$ cat config.mk
export PLATFORM = sky130hd
export DESIGN_NAME = priority_encoder_top
export DESIGN_NICKNAME = d
export VERILOG_FILES = /design/src/rtl/priority_encoder_top.sv
export SDC_FILE = /design/constraint.sdc
export NUM_CORES = 1
export LEC_CHECK = 0
export ABC_AREA = 0
export ABC_CLOCK_PERIOD_IN_PS = 2250
export CAP_MARGIN = 30
export CORE_MARGIN = 10
export CORE_UTILIZATION = 32
export DETAILED_ROUTE_END_ITERATION = 8
export MAX_ROUTING_LAYER = met4
export PLACE_DENSITY = 0.72
export SYNTH_ARGS = -nofsm -noshare
export SYNTH_HDL_FRONTEND = slang
export SYNTH_SLANG_ARGS = --single-unit
export TNS_END_PERCENT = 1
$ cat constraint.sdc
create_clock -name clk_i -period 2.25 [get_ports clk_i]
set_clock_uncertainty 0.05 [all_clocks]
set_input_delay 0.45 -clock clk_i [delete_from_list [all_inputs] [get_ports clk_i]]
set_output_delay 0.45 -clock clk_i [all_outputs]
set_load 0.005 [all_outputs]
$ cat src/rtl/priority_encoder_top.sv
// Sparse-match index generator: ANDs two occupancy bitmaps and emits the index
// of every common set bit, lowest first, one index per clock.
module priority_encoder_top #(
    parameter int unsigned SIZE = 8
) (
    input  logic                    clk_i,
    input  logic                    rst_i,
    input  logic                    valid_i,
    input  logic [SIZE-1:0]         in1_i,
    input  logic [SIZE-1:0]         in2_i,
    output logic                    valid_o,
    output logic [$clog2(SIZE)-1:0] match_addr_o,
    output logic                    pri_enc_last_o
);

    localparam int unsigned AW = $clog2(SIZE);

    logic [SIZE-1:0] rem_q, rem_d;
    logic            zero_q, zero_d;
    logic [SIZE-1:0] next_rem;
    logic [SIZE-1:0] match_vec;
    logic            found;
    logic            ready;

    assign match_vec = in1_i & in2_i;

    always_comb begin
        valid_o      = |rem_q;
        match_addr_o = '0;
        found        = 1'b0;
        for (int unsigned i = 0; i < SIZE; i++) begin
            if (!found && rem_q[i]) begin
                match_addr_o = AW'(i);
                found        = 1'b1;
            end
        end
        next_rem       = rem_q & (rem_q - SIZE'(1));
        pri_enc_last_o = (valid_o && (next_rem == '0)) || zero_q;
    end

    // A new pair is accepted when idle or on the final cycle of the current
    // vector, giving back-to-back scans with no bubble.
    always_comb begin
        ready = ((rem_q == '0) && !zero_q) || pri_enc_last_o;
        if (ready && valid_i) begin
            rem_d  = match_vec;
            zero_d = (match_vec == '0);
        end else begin
            rem_d  = next_rem;
            zero_d = 1'b0;
        end
    end

    always_ff @(posedge clk_i) begin
        if (rst_i) begin
            rem_q  <= '0;
            zero_q <= 1'b0;
        end else begin
            rem_q  <= rem_d;
            zero_q <= zero_d;
        end
    end

endmodule

== Word-level counts from Yosys, hierarchy flattened ==
Index checks and enable logic that the tools add are counted.

* Output and inout bits: 5
* Word-level logic and storage cells: 46
* Bits in registers: 9

* Reductions and logical operators: 25
* $add $sub $neg: 1
* Bitwise gates (word level): 3
* Mux-type cells: 15

{| class="wikitable"
|+ Operators by type and width
! cell !! count
|-
| 8-bit logical NOT || 3
|-
| 3-bit two-way mux || 6
|-
| 8-bit bitwise AND || 2
|-
| 1-bit logical AND || 10
|-
| 1-bit logical NOT || 8
|-
| 1-bit two-way mux || 8
|-
| 8-bit two-way mux || 1
|-
| 8-bit OR reduction || 1
|-
| 8-bit by 1-bit subtractor with 8-bit output, second input constant || 1
|-
| 1-bit logical OR || 2
|-
| 2-bit OR reduction || 1
|-
| 1-bit inverter || 1
|}

== Longest topological paths before layout ==
Gate-level depths: netlist of the first run.

* Depth in word-level cells: 22
* Mapped depth: 7

== Worst setup path after synthesis of the first run ==
Ideal clock, no wire load.

* Path kind: reg2out
* Start: register rem_q[1]
* End: output pri_enc_last_o
* Data arrival time: 1.444 ns
* Cell stages (with the launch flop): 7
* Required time: 1.750 ns
* Slack: 0.306 ns
* Cell sequence: dfxtp_1 buf_8 nor4_1 nand2_1 a21oi_1 a22oi_1 o21ai_0

* Longest elaborated chain between the ends: 5

{| class="wikitable"
|+ RTL lines
! item !! line !! text
|-
| start, declared || 18 || <nowiki>logic [SIZE-1:0] rem_q, rem_d;</nowiki>
|-
| start signal, assigned || 59 || <nowiki>rem_q <= rem_d;</nowiki>
|-
| 8-bit by 1-bit subtractor with 8-bit output || 37 || <nowiki>next_rem = rem_q & (rem_q - SIZE'(1));</nowiki>
|-
| 8-bit bitwise AND || 37 ||
|-
| 8-bit logical NOT || 38 || <nowiki>pri_enc_last_o = (valid_o && (next_rem == '0)) || zero_q;</nowiki>
|-
| 1-bit logical AND (*) || 38 ||
|-
| 1-bit logical OR (*) || 38 ||
|-
| end, declared || 13 || <nowiki>output logic pri_enc_last_o</nowiki>
|}

Mark *: on every way between the ends. The rest lies on a longest branch, timed or not.

== Worst setup path after layout of the first run ==
* Start: register rem_q[3]
* End: output pri_enc_last_o

Same word-level chain as after synthesis.

==> flow_summary.json, run 1 <==
{
  "grt_overflow": 0,
  "ys_ff_latch": 9,
  "place.gp.congestion": 0.857,
  "hold_viol": 0,
  "ir_worst_vdd_mv": 0.218,
  "cp_max_fo": 4,
  "status": "completed",
  "finalSetupViolCount": 0,
  "cp-start-kind": "register",
  "clockBufferDepth": 2,
  "io_buffers": 23,
  "totalPowerFinal_uw": 439,
  "ys_types": 29,
  "yosysTopAreaCellShare": 0.293,
  "crit_end": "pri_enc_last_o",
  "final.min_clock_period_ns": 2.24,
  "grt_pass1_wl_um": 2950,
  "cp.arrival_ns": 1.74,
  "avgSynthCellArea_um2": 7.58,
  "core_um2": 1760,
  "layout-drive-gt1-share": 0.333,
  "drv_slew": 0,
  "holdBufCountCts": 0,
  "ys_warn_count": 0,
  "worst_slew_pin_slew_ns": 0.396,
  "routed_wirelength_um": 1750,
  "r2r-start": "rem_q[1]",
  "holdCritPathClass": "reg2reg",
  "startpoint": "rem_q[3]",
  "holdWs_ns": 0.485,
  "drt_first_pass_iters": 4,
  "grt_max_degree": 17,
  "grt_pass1_vias": 715,
  "final_cells": 139,
  "cts_tree": "yes",
  "ys_top_cells_by_area": "dfxtp_1, a21oi_1, or2_2",
  "areaGrowthSynthToFinish_pct": 62.9,
  "dpl.cell_count": 134,
  "cts.sink_count": 9,
  "placed_area_um2": 912,
  "num-fill-cells": 166,
  "timing.final.crit_share": 0.995,
  "maxCapViolCount": 0,
  "syn_inst": 81,
  "wl_per_cell_um": 12.6,
  "die_height_um": 63.8,
  "drc_errors": 0,
  "synth_flop_cell": "dfxtp_1",
  "rsz0062_at_grt": "true",
  "clk_pin_slew_ns": 0.06,
  "postRouteAntennaNets": 0,
  "finalWorstSetupSlack_ns": 0.0103,
  "avgViaCountPerCell": 5.06,
  "power_leakage_uw": 0.000392,
  "fmax_mhz": 446,
  "synthesis.area_um2": 614,
  "htree_num_levels": 1,
  "worstRegToRegCells": 6,
  "rows": 15,
  "ios": 24,
  "synthArstFlopShare": 0,
  "dieArea_um2": 4070,
  "antenna_cells_inserted": 0,
  "grt.total_usage": 0.0904,
  "cts_root_buffer": "clkbuf_4",
  "r2r_slack_ns": 0.16,
  "power.density_nw_per_um2": 439,
  "r2r_end": "rem_q[5]",
  "synth_top_area_cell": "dfxtp_1",
  "synth.yosys.seq_area_share": 0.293,
  "dr.first_iter.drc_count": 8,
  "synth_nets": 100,
  "die_x_um": 63.8,
  "relSlewSlack": 0.734,
  "numCtsBuffers": 3,
  "pre_cts_ws_ns": -0.0208,
  "final_area_um2": 1000,
  "nNetsFinal": 134,
  "critPathRequiredTime_ns": 1.75,
  "antenna_found_initial": 0,
  "vias": 703,
  "start_util": 0.348,
  "critPathKind": "reg2out",
  "clk_latency_ns": 0.26,
  "critPathCaptureType": "output port",
  "hpwl_um": 1410,
  "synth_enable_flop_cells": 0
}
## repair_timing
item | in CTS | in global routing
pin swaps | 1 | 1
setup endpoints to repair | 4 | 11
setup buffers | 1 | 0
gates resized for setup | 9 | 14
## cells in the mapped netlist (all sizes together), types with 3 or more instances
cell    count
buf         4
inv         3
dfxtp       9
nand2      10
or2         8
a21oi      11
o21ai       3
o211ai      3
a211oi      3
nand3       5
nor2        6
## sequential cells by signal, indices dropped and copies added (netlist names)
signal  cells
rem_q       8
zero_q      1
## cell families after synthesis
kind of cell,count (synthesis),share of synthesized area
DFF,9,0.293
adders and majority gates,1,0.0163
and+or+nand+nor,37,0.305
buffers and inverters,8,0.0814
AOI/OAI and AO/OA,26,0.303
## power breakdown
| part | switching (uW) | internal [uW] | leakage [uW] |
|---|---|---|---|
| Clock | 55.5 | 68.3 | 0.0000150 |
| Sequential | 9.04 | 164 | 0.0000757 |
| Combinational | 56.4 | 85.9 | 0.000301 |
## stage by stage
step                      TNS [ns]   util
after CTS                        0  0.547
after detailed placement   -0.0208  0.517
final                            0  0.567
after global routing       -0.0707  0.567
after floorplan                  0      -
after global placement    -0.00358  0.517
## metal layers
metal,track usage,vias to the layer above,wire [um]
met3,0.0174,5,65
met2,0.144,24,825
met4,0.0656,0,50
met5,-,-,0
li1,-,362,-
met1,0.0980,312,807
## cells in the final DEF (no fill, tap or decap), types with 2 or more instances in the layout
cell             netlist  layout
nand4_1                2       2
dlymetal6s2s_1         0       2
o211ai_1               2       2
a211oi_2               0       3
nand3_1                5       5
buf_4                  0      11
or2_2                  7       7
a21oi_1               11      10
nor2_2                 0       2
nor2_1                 6       4
nor3_1                 2       2
clkbuf_4               0       3
clkdlybuf4s50_1        0      19
dfxtp_1                9       4
o21ai_1                0       2
nand2_1               10      10
inv_1                  3       3
dfxtp_2                0       4
## critical path: stages, from the launching register on
cell and delay (ns):
dfxtp_1 0.35, nor4_2 0.31, buf_4 0.18, nand2_1 0.06, a21oi_1 0.15, a22oi_1 0.08, o21ai_1 0.13, clkdlybuf4s15_2 0.21
## worst min path at each step
stage | from | endpoint | slack, ns | cells after the start
floorplan | rem_q[7] | rem_q[7] | 0.46 | 2
global placement | rem_q[3] | rem_q[3] | 0.47 | 2
finish | rem_q[7] | rem_q[7] | 0.49 | 2
detailed placement | rem_q[7] | rem_q[7] | 0.49 | 2
CTS | rem_q[7] | rem_q[7] | 0.47 | 2
global route | rem_q[6] | rem_q[6] | 0.52 | 2
## cell type report
type                            instances  area, um^2  area share
Multi-Input combinational cell         64         425       0.425
Timing Repair Buffer                   34         318       0.318
Sequential cell                         9         189       0.189
Tap cell                               25        31.3      0.0313
Clock buffer                            4        26.3      0.0263
Inverter                                3        11.3      0.0113
(Power assumes the default switching activity.)
==> run 2, diff against run 1 <==
ABC_CLOCK_PERIOD_IN_PS = 1900   (was 2250)
PLACE_DENSITY = 0.74   (was 0.72)
clock period = 1.9 ns   (was 2.25 ns; I/O delays follow)
==> flow_summary.json, run 2 (synthesis results as in run 1) <==
{
  "status": "finished with violations",
  "violations": "setup timing",
  "layout_commonest_cell": "clkdlybuf4s50_1",
  "die_height_um": 63.8,
  "power_leakage_uw": 0.000428,
  "use_met2": 0.177,
  "holdBufCountCts": 0,
  "routed_wirelength_um": 2050,
  "largest_register": "rem_q",
  "drt_first_pass_iters": 4,
  "nNetsFinal": 141,
  "drc_errors": 0,
  "areaGrowthSynthToFinish_pct": 76.2,
  "clk_latency_ns": 0.27,
  "pre_cts_ws_ns": -0.317,
  "relSlewSlack": 0.702,
  "avgViaCountPerCell": 5.21,
  "grt_pass1_wl_um": 3360,
  "finalSetupViolCount": 11,
  "top_regs": "rem_q x8, zero_q x1",
  "worst_slew_pin_slew_ns": 0.446,
  "finalWorstSetupSlack_ns": -0.192,
  "cts_root_buffer": "clkbuf_4",
  "dpl.cell_count": 140,
  "grt-busiest-layer": "met2",
  "num-fill-cells": 176,
  "cp.arrival_ns": 2.23,
  "dr.first_iter.drc_count": 18,
  "power.density_nw_per_um2": 496,
  "layout-drive-gt1-share": 0.430,
  "critPathKind": "reg2reg",
  "final_cell_mix": "clkdlybuf4s50_1, buf_4, nand2_1, a21oi_1",
  "grt.total_usage": 0.107,
  "final_cells": 146,
  "cts_tree": "yes",
  "vias": 760,
  "htree_num_levels": 1,
  "largest_reg_flops": 8,
  "min_to": "rem_q[6]",
  "hold_viol": 0,
  "timing.final.crit_share": 1.10,
  "core_um2": 1760,
  "drv_slew": 0,
  "fmax_mhz": 478,
  "grt_overflow": 0,
  "maxCapViolCount": 0,
  "worstRegToRegCells": 6,
  "ir_worst_vdd_mv": 0.327,
  "final_area_um2": 1080,
  "cp_max_fo": 12,
  "cts.sink_count": 9,
  "final.min_clock_period_ns": 2.09,
  "r2r_slack_ns": -0.19,
  "r2r-start": "rem_q[3]",
  "clk_pin_slew_ns": 0.06,
  "antenna_cells_inserted": 0,
  "cp-start-kind": "register",
  "use_met3": 0.0314,
  "critPathCaptureType": "register",
  "clockBufferDepth": 2,
  "place.gp.congestion": 0.866,
  "die_x_um": 63.8,
  "placed_area_um2": 957,
  "hold_depth": 2,
  "numCtsBuffers": 3,
  "rsz0062_at_grt": "true",
  "r2r_end": "rem_q[5]",
  "dieArea_um2": 4070,
  "io_buffers": 23,
  "rows": 15,
  "wl_per_cell_um": 14.0,
  "grt_max_degree": 13,
  "ios": 24,
  "worstHoldStart": "rem_q[6]",
  "grt.met1_usage": 0.0962,
  "start_util": 0.348,
  "critPathRequiredTime_ns": 2.04,
  "holdCritPathClass": "reg2reg",
  "grt_pass1_vias": 790,
  "antenna_found_initial": 0,
  "hpwl_um": 1450,
  "postRouteAntennaNets": 0
}
run 2: cell types whose count changed in the layout (fill, tap and decap cells not counted), sizes merged:
cell / previous run / this run
buf: 11 / 20
dlygate4sd2: 1 / 3
dlymetal6s2s: 2 / 0
clkdlybuf4s15: 1 / 0
clkdlybuf4s50: 19 / 18
run 2: worst max-delay path by stage:
stage	start	end	cells after the start
global placement	rem_q[2]	pri_enc_last_o	5
floorplan	rem_q[1]	rem_q[3]	7
CTS	rem_q[3]	rem_q[7]	6
finish	rem_q[3]	rem_q[5]	6
global route	rem_q[3]	zero_q	6
detailed placement	rem_q[3]	pri_enc_last_o	5
run 2: per-layer routing:
metal	share of wire	vias up
li1	-	375
met1	0.39	345
met2	0.49	30
met3	0.056	10
met4	0.057	0
met5	0	-
run 2: worst max-delay path, stage by stage (launching register included):
cell	delay, ns
dfxtp_4	0.35
or4_4	0.57
buf_6	0.16
o311ai_4	0.24
o211ai_4	0.19
or2_2	0.35
a21oi_2	0.11
run 2: final cells by class:
cell class | instances | area (um^2) | area share
timing repair buffer | 41 | 355 | 0.328
multi-input combinational | 64 | 467 | 0.431
sequential | 9 | 191 | 0.177
inverter | 3 | 11.3 | 0.0104
tap | 25 | 31.3 | 0.0289
clock buffer | 4 | 26.3 | 0.0243
run 2: what timing repair did:
action / CTS / global route
pin swaps: 3 / 3
endpoints found under the hold margin: 0 / 0
endpoints found under the setup margin: 14 / 14
buffers inserted: 2 / 0
resized for setup: 31 / 10
gates cloned: 0 / 0
run 2: power breakdown:
| group | total (uW) | leakage [uW] | internal (uW) | switching [uW] |
|---|---|---|---|---|
| combinational | 185 | 0.000337 | 107 | 77.2 |
| sequential | 204 | 0.0000761 | 193 | 10.7 |
| clock | 148 | 0.0000150 | 80.9 | 66.8 |
run 2: through the flow:
step            util  hold WS [ns]  total power (uW)  setup TNS, ns
6_report       0.613         0.499               536          -1.52
5_1_grt        0.613         0.510               571          -2.77
4_1_cts        0.593         0.491               532          -1.57
3_5_place_dp   0.543         0.508               378          -2.07
3_3_place_gp   0.543         0.485               375          -1.73
2_1_floorplan      -         0.462               279              0
